$ cat config.mk
export PLATFORM = sky130hd
export DESIGN_NAME = result_argmax
export DESIGN_NICKNAME = d
export VERILOG_FILES = /design/src/rtl/cnn_pkg.sv /design/src/rtl/result_argmax.sv
export SDC_FILE = /design/constraint.sdc
export NUM_CORES = 1
export LEC_CHECK = 0
export ABC_AREA = 1
export BUFFER_PORTS_ARGS = -buffer_cell sky130_fd_sc_hd__buf_2
export CORE_MARGIN = 10
export CORE_UTILIZATION = 40
export DETAILED_ROUTE_END_ITERATION = 12
export PLACE_DENSITY = 0.7
export SETUP_SLACK_MARGIN = 0.1
export SLEW_MARGIN = 40
export SYNTH_ARGS = -nofsm -noshare
export SYNTH_HDL_FRONTEND = slang
export SYNTH_SLANG_ARGS = --single-unit
$ cat constraint.sdc
create_clock -name clk_50M -period 19.8 [get_ports clk_50M]
set_input_delay 0 -clock clk_50M [delete_from_list [all_inputs] [get_ports clk_50M]]
set_output_delay 0 -clock clk_50M [all_outputs]
set_load 0.01 [all_outputs]
$ cat src/rtl/cnn_pkg.sv
// Shared constants and types for the CNN inference result path.
package cnn_pkg;

    localparam int N_CLASS = 10;
    localparam int SCORE_W = 23;
    localparam int CLASS_W = 4;

    typedef enum logic {
        IDLE = 1'b0,
        SCAN = 1'b1
    } argmax_state_e;

endpackage

$ cat src/rtl/result_argmax.sv
// Sequential argmax over one snapshot of signed class scores.
// Reports the winning class, its score and the margin to the runner-up.
module result_argmax #(
    parameter int N_CLASS = cnn_pkg::N_CLASS,
    parameter int SCORE_W = cnn_pkg::SCORE_W
) (
    input  logic                            clk_50M,
    input  logic                            reset,
    input  logic [N_CLASS*SCORE_W-1:0]      scores_in,
    input  logic                            in_valid,
    output logic                            busy,
    output logic                            out_valid,
    output logic [cnn_pkg::CLASS_W-1:0]     class_out,
    output logic [SCORE_W-1:0]              max_out,
    output logic [SCORE_W:0]                margin_out,
    output logic                            overrun
);

    localparam int CLASS_W = cnn_pkg::CLASS_W;
    localparam int CNT_W   = (N_CLASS > 1) ? $clog2(N_CLASS) : 1;
    localparam logic [CNT_W-1:0] LAST_IDX = CNT_W'(N_CLASS - 1);
    localparam logic signed [SCORE_W-1:0] SCORE_MIN = {1'b1, {(SCORE_W-1){1'b0}}};

    typedef cnn_pkg::argmax_state_e state_t;

    state_t                     state_q, state_d;
    logic [CNT_W-1:0]           cnt_q, cnt_d;
    logic signed [SCORE_W-1:0]  best_q, best_d;
    logic signed [SCORE_W-1:0]  second_q, second_d;
    logic [CLASS_W-1:0]         best_idx_q, best_idx_d;
    logic                       out_valid_q, out_valid_d;
    logic [CLASS_W-1:0]         class_q, class_d;
    logic [SCORE_W-1:0]         max_q, max_d;
    logic [SCORE_W:0]           margin_q, margin_d;
    logic                       overrun_q, overrun_d;

    logic signed [SCORE_W-1:0]  score_in [N_CLASS];
    logic signed [SCORE_W-1:0]  snap_q   [N_CLASS];
    logic signed [SCORE_W-1:0]  cur_score;
    logic                       capture;

    genvar gi;
    generate
        for (gi = 0; gi < N_CLASS; gi++) begin : g_unpack
            assign score_in[gi] = scores_in[gi*SCORE_W +: SCORE_W];
        end
    endgenerate

    assign capture   = (state_q == cnn_pkg::IDLE) && in_valid;
    assign cur_score = snap_q[cnt_q];

    // The scan only ever reads the snapshot, so the live bus may change freely.
    always_ff @(posedge clk_50M or posedge reset) begin
        if (reset) begin
            for (int k = 0; k < N_CLASS; k++) begin
                snap_q[k] <= '0;
            end
        end else if (capture) begin
            snap_q <= score_in;
        end
    end

    always_comb begin
        state_d     = state_q;
        cnt_d       = cnt_q;
        best_d      = best_q;
        second_d    = second_q;
        best_idx_d  = best_idx_q;
        out_valid_d = 1'b0;
        class_d     = class_q;
        max_d       = max_q;
        margin_d    = margin_q;
        overrun_d   = overrun_q;

        case (state_q)
            cnn_pkg::IDLE: begin
                if (in_valid) begin
                    state_d    = cnn_pkg::SCAN;
                    best_d     = score_in[0];
                    best_idx_d = '0;
                    second_d   = SCORE_MIN;
                    cnt_d      = CNT_W'(1);
                end
            end
            cnn_pkg::SCAN: begin
                if (in_valid) begin
                    overrun_d = 1'b1;
                end
                // Strict greater-than keeps the lower index on ties.
                if (cur_score > best_q) begin
                    second_d   = best_q;
                    best_d     = cur_score;
                    best_idx_d = CLASS_W'(cnt_q);
                end else if (cur_score > second_q) begin
                    second_d = cur_score;
                end
                if (cnt_q == LAST_IDX) begin
                    state_d     = cnn_pkg::IDLE;
                    cnt_d       = '0;
                    out_valid_d = 1'b1;
                    class_d     = best_idx_d;
                    max_d       = best_d;
                    // best >= second always, so the sign-extended difference is non-negative.
                    margin_d    = {best_d[SCORE_W-1], best_d} - {second_d[SCORE_W-1], second_d};
                end else begin
                    cnt_d = cnt_q + CNT_W'(1);
                end
            end
            default: begin
                state_d = cnn_pkg::IDLE;
            end
        endcase
    end

    always_ff @(posedge clk_50M or posedge reset) begin
        if (reset) begin
            state_q     <= cnn_pkg::IDLE;
            cnt_q       <= '0;
            best_q      <= '0;
            second_q    <= '0;
            best_idx_q  <= '0;
            out_valid_q <= 1'b0;
            class_q     <= '0;
            max_q       <= '0;
            margin_q    <= '0;
            overrun_q   <= 1'b0;
        end else begin
            state_q     <= state_d;
            cnt_q       <= cnt_d;
            best_q      <= best_d;
            second_q    <= second_d;
            best_idx_q  <= best_idx_d;
            out_valid_q <= out_valid_d;
            class_q     <= class_d;
            max_q       <= max_d;
            margin_q    <= margin_d;
            overrun_q   <= overrun_d;
        end
    end

    assign busy       = (state_q == cnn_pkg::SCAN);
    assign out_valid  = out_valid_q;
    assign class_out  = class_q;
    assign max_out    = max_q;
    assign margin_out = margin_q;
    assign overrun    = overrun_q;

endmodule

==> impl_results.md <==
* Die width at 235 um
* Total Neg Setup Slack at 0 ns
* Slew Viols, Final at 0
* Yosys top cell by area: dfrtp_1
* DRT Pass-1 Iters at 7
* Async S/R FF share, synth at 100%
* Area of the multi-input gates at 8790 um^2
* Via Count at 18600
* Antenna viol nets, final at 0
* Mean Syn Cell Area at 7.36 um^2
* Crit path DAT at 7.78 ns
* Outcome: complete, no violations
* Starting Density at 40.5%
* CTS clock-pin slew for the worst setup and hold paths at 0.06 ns
* Port bufs at 286
* Top post-synthesis cells by count: 1150 x nand2_1, 338 x dfrtp_1, 170 x o21ai_0, 151 x inv_1, 133 x nor2_1
* Die height at 235 um
* Upper clock frequency limit at 137 MHz
* Vias per cell at 5.21
* Synth Area in Compound Gates at 11.2%
* Area share of fa/ha/maj cells after synthesis at 4.93%
* H-tree depth reported by CTS at 2
* Final hold viol count at 0
* Register area at 8460 um^2
* Placement Rows at 78
* CTS tree: built
* Mapped Cells at 2500
* Simple-Gate Fraction of Synth Area at 30.8%
* Max-Cap Viols at 0
* Synth warn at 0
* Ranking of synthesized cells by area: dfrtp_1 46%, nand2_1 23%, ha_1 4.8%, o21ai_0 4.6%, inv_1 3.1%
* Type of origin of the critical path: flop
* Mapped Area at 18400 um^2
* Post-synth top flop: dfrtp_1
* Worst clock skew at 0.0229 ns
* Post-synth EDFFs at 0
* Post-route DRC at 0
* Mux cell area share after synthesis at 0%
* Yosys cell types at 43
* Clk_lat worst skew at 0.58 ns
* Peak per-stage delay on the critical path at 0.74 ns
* Layout cell share with drive strength beyond 1 at 15.0%
* CORE AREA at 45500 um^2
* Num CTS Buffers at 38
* Filler cells at 4268
* Setup violators final at 0
* Crit path top cell by count: nand2_1
* Worst Setup End Kind: flop
* Crit path max-delay cell type: clkinv_1
* Final HPWL from detailed placement at 47.7 mm
* Nets at 3249
* Hold Path Class: in -> async
* Grt total ovfl at 0
* Die ar. at 55000 um^2
* Yosys reg bits at 338
* Tot GR Track Use at 24.7%
* CP Class: reg -> reg
* Tcrit/Tclk final at 37.0%
* Clk root buf: clkbuf_16
* CTS Hold Bufs at 232
* Syn nets at 2805
* Synth top area share at 45.9%
* Clk sink count at 338
* Boundary pin count at 287
* Pin count of the biggest net entering global routing at 126
* Initial antenna violation count at 3
* Wire length per cell at 19.1 um
* Most numerous cell in the Yosys netlist: nand2_1
* Placer congestion estimate at 0.976
* Vias in the first global route at 18800
* Cell family with most CP delay: buffers and inverters
* WP buf/inv at 4
* Main combinational cell family by area after synthesis: simple AND/OR/NAND/NOR gates
* Post-cts sizing count at 0
* Post-layout min period at 7.32 ns
* Seq/Total Area, Yosys at 45.9%
* Initial drt markers at 1920
* RSZ-0062 raised after global routing: false
* Crit path max fanout at 51
* Final wirelength at 68.2 mm
* Worst-margin pin slew at 0.813 ns
* Area growth syn-to-layout at 29.4%
* Setup Fix Bufs, Post-CTS at 0
* Slew margin rel. at 45.8%
* First-pass GRT wire length at 107 mm
* CTS Buffer Depth at 3
* CP Data Required Time at 20.26 ns
* Post-Synth XOR/XNOR Area at 0.714%
## placed cells by master, fill, tap and decap left out, types with 37 or more instances in the layout
| cell type | netlist | routed |
|---|---|---|
| o211ai_1 | 44 | 44 |
| a21oi_1 | 58 | 58 |
| nor2_1 | 133 | 131 |
| clkbuf_16 | 0 | 38 |
| o21ai_2 | 37 | 37 |
| nand2_1 | 1150 | 1148 |
| inv_1 | 151 | 148 |
| nand3_1 | 100 | 100 |
| ha_1 | 71 | 71 |
| buf_2 | 23 | 286 |
| dlygate4sd3_1 | 0 | 232 |
| dfrtp_1 | 338 | 336 |
| o21ai_0 | 170 | 170 |
## registers in the layout (all words and copies together), names as in the netlist
register,cells
cnt_q,4
class_out,4
max_out,23
busy,1
margin_out,24
best_q,23
snap_q,230
overrun,1
out_valid,1
second_q,23
best_idx_q,4
## kinds of logic after synthesis
group / count (synthesis)
adders and majority gates: 72
and+or+nand+nor: 1438
xor gates and xnor gates: 15
DFF: 338
buffers and inverters: 287
AOI/OAI and AO/OA: 350
## layer usage
layer	vias up	part of all wire, %	GRT usage (%)
li1	8840	-	-
met1	8808	42	32.9
met2	825	45	38.7
met3	149	8.4	5.32
met4	0	3.9	9.35
met5	-	0	0
## worst paths after layout
path / startpoint / end / slack [ns] / depth (start not counted)
max in group asynchronous: reset / snap_q[48]$_DFFE_PP0P_ / 18.50 / 4
min in group clk_50M: scores_in[189] / snap_q[28]$_DFFE_PP0P_ / 0.16 / 4
hold / removal: reset / snap_q[189]$_DFFE_PP0P_ / 0.11 / 3
setup reg to reg: cnt_q[2]$_DFFE_PP0P_ / margin_out[14]$_DFFE_PP0P_ / 12.48 / 26
setup / recovery: cnt_q[2]$_DFFE_PP0P_ / margin_out[14]$_DFFE_PP0P_ / 12.48 / 26
hold reg to reg: overrun$_DFFE_PP0P_ / overrun$_DFFE_PP0P_ / 0.45 / 1
## per-stage QoR
step	util (%)	setup slack, ns	instance area, um^2	hold slack [ns]	std cells
after CTS	52.3	12.58	23800	0.133	3573
final	52.4	12.48	23800	0.113	3577
after global routing	52.4	11.95	23800	0.175	3576
after global placement	44.3	12.41	20200	0.197	3272
after floorplan	-	10.43	18400	0.110	2500
after detailed placement	44.4	12.61	20200	0.200	3272
## worst min-delay path, delay by kind of cell
kind / cells / cell delay (ns)
buffers and inverters: 3 / 1.14
## final cells by class
cell class                      instances  area share [%]
Clock inverter                         19           0.962
Inverter                              157            2.57
Tap cell                              600            3.15
Antenna cell                            4          0.0420
Multi-Input combinational cell       1875            36.9
Timing Repair Buffer                  534            16.4
Sequential cell                       338            35.5
Clock buffer                           50            4.39
Power is left out: the tool's default activity adds up to more than one toggle a clock period on the data nets, which glitch-free logic cannot reach.
